$ cat src/rtl/unpadding.sv
// unpadding: streaming border removal for a padded square frame.
// Accepts a row-major (OUTPUT_SIZE+2*PAD)^2 pixel stream and forwards only the
// interior OUTPUT_SIZE^2 pixels through a single output register with
// ready/valid handshakes on both sides.
// Optional feature: define UNPAD_BORDER_CHECK_EN to compare every discarded
// border pixel against PAD_VALUE and raise a sticky border_err on mismatch.

module unpadding #(
  parameter int unsigned OUTPUT_SIZE = 62,
  parameter int unsigned PAD         = 1,
  parameter int unsigned PIXEL_BITS  = 4,
  parameter int unsigned PAD_VALUE   = 1,
  parameter int unsigned INPUT_SIZE  = OUTPUT_SIZE + 2 * PAD
) (
  input  logic                  clk,
  input  logic                  rst_n,
  input  logic                  start,
  input  logic                  in_valid,
  input  logic [PIXEL_BITS-1:0] in_data,
  output logic                  in_ready,
  output logic                  out_valid,
  output logic [PIXEL_BITS-1:0] out_data,
  input  logic                  out_ready,
  output logic                  out_last,
  output logic                  busy,
  output logic                  done,
  output logic                  border_err
);

  localparam int unsigned CW = (INPUT_SIZE > 1) ? $clog2(INPUT_SIZE) : 1;

  localparam logic [CW-1:0] LoIdx   = CW'(PAD);
  localparam logic [CW-1:0] HiIdx   = CW'(INPUT_SIZE - PAD);
  localparam logic [CW-1:0] LastIdx = CW'(INPUT_SIZE - 1);
  localparam logic [CW-1:0] LastInt = CW'(INPUT_SIZE - PAD - 1);

  localparam logic [PIXEL_BITS-1:0] PadPix = PIXEL_BITS'(PAD_VALUE);

  localparam logic [1:0] StIdle  = 2'd0;
  localparam logic [1:0] StRun   = 2'd1;
  localparam logic [1:0] StDrain = 2'd2;
  localparam logic [1:0] StDone  = 2'd3;

  logic [1:0]            state_q, state_d;
  logic [CW-1:0]         row_q, row_d;
  logic [CW-1:0]         col_q, col_d;
  logic                  out_valid_q;
  logic [PIXEL_BITS-1:0] out_data_q;
  logic                  out_last_q;

  logic interior;
  logic accept;
  logic push;
  logic pop;
  logic frame_end;

  assign interior = (row_q >= LoIdx) && (row_q < HiIdx) &&
                    (col_q >= LoIdx) && (col_q < HiIdx);

  // Border pixels are always swallowed; interior pixels wait for output space.
  always_comb begin
    in_ready = 1'b0;
    if (state_q == StRun) begin
      in_ready = interior ? (!out_valid_q || out_ready) : 1'b1;
    end
  end

  assign accept    = in_valid && in_ready;
  assign push      = accept && interior;
  assign pop       = out_valid_q && out_ready;
  assign frame_end = accept && (row_q == LastIdx) && (col_q == LastIdx);

  // Next-state and raster position counters.
  always_comb begin
    state_d = state_q;
    row_d   = row_q;
    col_d   = col_q;
    case (state_q)
      StIdle: begin
        if (start) begin
          state_d = StRun;
          row_d   = '0;
          col_d   = '0;
        end
      end
      StRun: begin
        if (accept) begin
          if (col_q == LastIdx) begin
            col_d = '0;
            row_d = (row_q == LastIdx) ? '0 : row_q + CW'(1);
          end else begin
            col_d = col_q + CW'(1);
          end
          if (frame_end) begin
            state_d = StDrain;
          end
        end
      end
      StDrain: begin
        // Leave once the output register is empty or drains this cycle.
        if (!out_valid_q || out_ready) begin
          state_d = StDone;
        end
      end
      StDone: begin
        state_d = StIdle;
      end
      default: begin
        state_d = StIdle;
      end
    endcase
  end

  // State and counter registers.
  always_ff @(posedge clk or negedge rst_n) begin
    if (!rst_n) begin
      state_q <= StIdle;
      row_q   <= '0;
      col_q   <= '0;
    end else begin
      state_q <= state_d;
      row_q   <= row_d;
      col_q   <= col_d;
    end
  end

  // Single-entry output register; a push wins over a simultaneous pop.
  always_ff @(posedge clk or negedge rst_n) begin
    if (!rst_n) begin
      out_valid_q <= 1'b0;
      out_data_q  <= '0;
      out_last_q  <= 1'b0;
    end else if (push) begin
      out_valid_q <= 1'b1;
      out_data_q  <= in_data;
      out_last_q  <= (row_q == LastInt) && (col_q == LastInt);
    end else if (pop) begin
      out_valid_q <= 1'b0;
      out_last_q  <= 1'b0;
    end
  end

  assign out_valid = out_valid_q;
  assign out_data  = out_data_q;
  assign out_last  = out_last_q;
  assign busy      = (state_q == StRun) || (state_q == StDrain);
  assign done      = (state_q == StDone);

`ifdef UNPAD_BORDER_CHECK_EN
  logic border_err_q;

  // Sticky mismatch flag for discarded border pixels, cleared on a new frame.
  always_ff @(posedge clk or negedge rst_n) begin
    if (!rst_n) begin
      border_err_q <= 1'b0;
    end else if ((state_q == StIdle) && start) begin
      border_err_q <= 1'b0;
    end else if (accept && !interior && (in_data != PadPix)) begin
      border_err_q <= 1'b1;
    end
  end

  assign border_err = border_err_q;
`else
  // PAD_VALUE only matters to the border checker.
  logic unused_pad_pix;
  assign unused_pad_pix = ^PadPix;
  assign border_err     = 1'b0;
`endif

endmodule

$ cat config.mk
export PLATFORM = sky130hd
export DESIGN_NAME = unpadding
export DESIGN_NICKNAME = d
export VERILOG_FILES = /design/src/rtl/unpadding.sv
export SDC_FILE = /design/constraint.sdc
export NUM_CORES = 1
export LEC_CHECK = 0
export CAP_MARGIN = 30
export CORE_MARGIN = 2
export CORE_UTILIZATION = 33
export DETAILED_ROUTE_END_ITERATION = 10
export HOLD_SLACK_MARGIN = 0.08
export SYNTH_ARGS = -nofsm -noshare
export SYNTH_HDL_FRONTEND = slang
export SYNTH_SLANG_ARGS = --single-unit
$ cat constraint.sdc
create_clock -name clk -period 2.6 [get_ports clk]
set_input_delay 0.65 -clock clk [delete_from_list [all_inputs] [get_ports clk]]
set_output_delay 0.65 -clock clk [all_outputs]
set_load 0.005 [all_outputs]
; ---- Word level (Yosys, flattened, before mapping)
; Cells that the tools add are included.
[word_totals]
reg_bits = 20
in_bits = 9
wordCells = 60
[op_classes]
addsub = 2
magnitude_cmp = 4
n_eq_ne = 12
muxes = 18
n_reduce_logical = 18
[op_table]
columns = op, count
row1 = 2-to-1 mux 6 bit, 6
row2 = "equality test 6 bit, second input constant", 4
row3 = one-hot mux 6 bit (2 select lines), 2
row4 = "adder 6 x 1 -> 6 bit, second input constant", 2
row5 = "greater-or-equal comparator 6 x 1 -> 1 bit, second input constant", 2
row6 = "less-than comparator 6 bit, second input constant", 2
row7 = "inequality test 2 bit, second input constant", 5
row8 = logical AND 1 bit, 9
row9 = 2-to-1 mux 2 bit, 4
row10 = one-hot mux 2 bit (4 select lines), 1
row11 = AND reduction 4 bit, 2
row12 = 2-to-1 mux 1 bit, 5
row13 = "equality test 2 bit, second input constant", 2
row14 = nonzero test 2 bit, 2
row15 = AND reduction 3 bit, 1
row16 = "equality test 2 x 1 -> 1 bit, second input constant", 1
row17 = logical NOT 2 bit, 1
row18 = logical OR 1 bit, 2
row19 = logical NOT 1 bit, 1

; ---- Logic depth before layout (Yosys ltp)
[depth]
ltp_word = 12
depth_mapped = 8
ltp_nobuf = 7

; ---- Worst setup path before layout
; OpenSTA, ideal clock, no wires.
[synth_timing]
path_type = flip-flop to output port
start = reg row_q[1]
end = out in_ready
t_arrival_ns = 1.625
required_ns = 1.950
slack_ns = 0.325
stages_incl_launch_ff = 7
path_buffers = 0
path_cell_list = dfrtp_1 inv_1 ha_1 or4_1 o22ai_1 nor3_2 a21oi_1
[synth_between]
elab_chain_len = 6
elab_cells_between_ends = 7
cone_classes = order compare: 2 / mux: 2 / reduce/logical: 3
[synth_rtl]
columns = item, line
row1 = start: declaration, 45  ; logic [CW-1:0] row_q, row_d;
row2 = start signal: assignment, 122  ; row_q <= row_d;
row3 = greater-or-equal comparator 6 x 1 -> 1 bit or less-than comparator 6 bit (tied branches), 57  ; assign interior = (row_q >= LoIdx) && (row_q < HiIdx) &&
row4 = logical AND 1 bit * (2 in series), 57
row5 = logical AND 1 bit *, 58  ; (col_q >= LoIdx) && (col_q < HiIdx);
row6 = 2-to-1 mux 1 bit *, 64  ; in_ready = interior ? (!out_valid_q || out_ready) : 1'b1;
row7 = 2-to-1 mux 1 bit *, 63  ; if (state_q == StRun) begin
row8 = end: declaration, 20  ; output logic in_ready,
; Mark *: on every way between the ends. The rest lies on a longest branch, timed or not.

; ---- Worst setup path in the final report
[layout_timing]
start = reg col_q[1]
end = out in_ready
[layout_between]
elab_chain_len = 5
elab_cells_between_ends = 6
cone_classes = order compare: 2 / mux: 2 / reduce/logical: 2
[layout_rtl]
columns = item, line
row1 = start: declaration, 46  ; logic [CW-1:0] col_q, col_d;
row2 = start signal: assignment, 123  ; col_q <= col_d;
row3 = greater-or-equal comparator 6 x 1 -> 1 bit, 58
row4 = logical AND 1 bit, 57
row5 = logical AND 1 bit *, 58
row6 = 2-to-1 mux 1 bit *, 64
row7 = 2-to-1 mux 1 bit *, 63
; Marks and branches as above.

==> out/results.ini <==
[timing]
final_max_slew_viol_count = 0
final.period_utilization_pct = 100.9
fin_skew_ns = 0.003573
worst_pin_slew_ns = 0.6443
worst_hold_slack_ns = 0.4934
fin_crit_ns = 2.623
fin_ws_ns = -0.02253
setup_tns_ns = -0.02253
rsz0062_at_grt = true
relSlewSlack_pct = 56.84
setup-violations-final = 1
hold_viol = 0
fmaxAchievable_mhz = 381.3

[clock_tree]
cts_buffers = 3
cts_sinks = 20
cts_tree = yes
htree_num_levels = 1
hold_buffers = 0
clockBufferDepth = 2
root_buffer = clkbuf_8
clkLatencyLatePin_ns = 0.26
clk_pin_slew_ns = 0.08

[floorplan]
ios = 19
initial_core_util_pct = 33.64
die-area_mm2 = 0.004542
coreArea_mm2 = 0.003943
die_y_um = 67.40
rows = 23
fp.dieW_um = 67.40

[synth]
syn_inst = 135
ys_ff_latch = 20
ys_seq_area_share_pct = 37.74
syn_area_per_cell_um2 = 9.824
synth_top_area_share_pct = 37.74
ys_types = 43
syn_nets = 157
synthTopCellsByArea = dfrtp_1 (38%), ha_1 (12%), mux2_1 (4.2%)
synth_area_mm2 = 0.001326
ys_warn_count = 0
synth_area_leader_cell = dfrtp_1

[placement]
port_buffers = 17
place_area_mm2 = 0.001704
place_congestion = 0.8233
hpwl_mm = 2.239
place_ws_ns = -0.1397

[final_layout]
drive_gt1_share_pct = 25.99
area_growth_syn_to_layout_pct = 37.36
stdcell_area_mm2 = 0.001822
fin_nets = 200
n_antenna_cell = 0

[detailed_routing]
drtAntennaViolNets = 0
via_count = 1123
first_pass_iters = 4
totalWireLength_mm = 3.028
drt_iter0_markers = 29
drc = 0
post_drt_wl_per_cell_um = 13.34
vias_per_cell = 4.947

[worst_setup_path]
path_common_cell = nor3_4
arrival_ns = 1.97
reg2reg_slack_ns = 0.41
worstPathRequired_ns = 1.95
cpPeakStageDelay_ns = 0.50
worstSetupPathType = reg -> out
slowest_stage = or4b_4
critPathBufInv = 2
crit_family = simple AND/OR/NAND/NOR gates
path_max_fanout = 3
endpoint_kind = output port
path_cells = inv_2 > ha_2 > or4b_4 > nor3_4 > nor3_4 > a21oi_2 > buf_2
start_kind = flip-flop
r2r_cells = 8
r2r-end = out_data[1]
rr_startpoint = col_q[1]

[hold_path]
min_path_cells = 1
hp-start = out_data[2]
hp-class = reg -> reg
worstHoldEndpoint = out_data[2]

[status]
violations = negative setup slack
outcome = finished with violations

[grt]
grt_max_degree = 21
grt_first_pass_wirelength_mm = 4.899
gr-usage-all-layers_pct = 14.25
grt_pass1_vias = 1113
grt_overflow = 0
grt_antenna_before_repair = 0

[pwr]
p_per_area_mw_per_mm2 = 1050
peakVddDrop_uv = 582.5
leakagePower_nw = 0.8300

[flow_run]
maxCapViolations = 0

sequential cells by signal, summed over array words and instances, names as in the netlist:
register,count
out_valid,1
row_q,6
out_last,1
col_q,6
out_data,4
state_q,2
worst max path at each step:
stage	start	endpoint	slack (ns)	cells after the start
after floorplan	row_q[1]	in_ready	0.32	6
after global placement	row_q[0]	in_ready	-0.13	6
after detailed placement	row_q[1]	in_ready	-0.14	7
after CTS	col_q[0]	in_ready	0.01	6
after global routing	col_q[1]	in_ready	-0.13	7
final	col_q[1]	in_ready	-0.02	7
Yosys cell counts:
library cell / n
a21bo_2: 1
a21boi_0: 1
a21boi_4: 1
a21o_1: 1
a21oi_1: 4
a22o_1: 1
a31oi_1: 2
and2_2: 1
and3_1: 4
and3_4: 1
buf_2: 1
buf_4: 1
conb_1: 1
dfrtp_1: 20
ha_1: 13
inv_1: 12
mux2_1: 5
mux2i_1: 3
nand2_1: 14
nand2b_1: 5
nand3_1: 7
nand3_2: 1
nand3b_1: 1
nand4_1: 4
nor2_1: 3
nor2b_1: 1
nor3_1: 1
nor3_2: 2
nor3b_1: 1
o211a_1: 1
o211ai_1: 1
o21ai_0: 6
o21ai_2: 1
o22ai_1: 1
o22ai_2: 1
o2bb2ai_1: 2
o31ai_1: 1
o32a_1: 1
o41ai_2: 1
or2_1: 1
or4_1: 2
or4b_1: 1
xor2_1: 2
logic make-up (layout without fill, tap and decap cells):
logic type	after synthesis	in the layout	share of synthesized area, %
and+or+nand+nor	50	50	21.60
AOI/OAI and AO/OA	27	27	15.95
DFF	20	20	37.74
buffers and inverters	14	56	4.339
adders and majority gates	13	13	12.26
muxes	8	8	6.509
xor gates and xnor gates	2	2	1.321
other	1	1	0.2827
final cells by class:
cell class / count / area (um^2)
Multi-Input combinational cell: 101 / 820.8
Fill cell: 355 / 2121
Inverter: 12 / 45.04
Tap cell: 50 / 62.56
Sequential cell: 20 / 500.5
Clock buffer: 4 / 55.05
Timing Repair Buffer: 40 / 337.8
what timing repair did:
action	4_1_cts	5_1_grt
setup buffers	0	2
pin swaps	3	5
setup endpoints to repair	1	1
resized for setup	7	9
cells in the final DEF, fill, tap and decap left out, types with 2 or more instances in the layout:
| cell type | Yosys | routed |
|---|---|---|
| xor2_1 | 2 | 2 |
| inv_2 | 0 | 2 |
| o21ai_0 | 6 | 6 |
| nor3_4 | 0 | 2 |
| mux2_1 | 5 | 5 |
| nand2_1 | 14 | 14 |
| clkdlybuf4s50_1 | 0 | 16 |
| and3_1 | 4 | 4 |
| nand3_1 | 7 | 7 |
| mux2i_1 | 3 | 3 |
| inv_1 | 12 | 10 |
| o2bb2ai_1 | 2 | 2 |
| nor2_1 | 3 | 3 |
| dfrtp_1 | 20 | 20 |
| nand2b_1 | 5 | 5 |
| nand4_1 | 4 | 4 |
| a21oi_1 | 4 | 3 |
| ha_1 | 13 | 11 |
| clkbuf_8 | 0 | 4 |
| a31oi_1 | 2 | 2 |
| buf_4 | 1 | 23 |
metrics by stage:
step	instances	power, W	util [%]
2_1_floorplan	135	0.001066	-
3_3_place_gp	221	0.001507	43.22
3_5_place_dp	221	0.001549	43.22
4_1_cts	225	0.001839	44.94
5_1_grt	227	0.002077	46.21
6_report	227	0.001913	46.21
power by group:
part           internal (W)  switching, W  total [W]
registers          0.000416     0.0000735   0.000489
logic              0.000624      0.000554    0.00118
clock network      0.000135      0.000111   0.000246
total               0.00117      0.000739    0.00191
layer usage:
layer / wire [um] / GRT usage, %
met1: 1497 / 18.14
met2: 1417 / 24.63
met3: 93 / 2.167
met4: 21 / 4.592
met5: 0 / 0
Power figures use the tool's default switching activity.
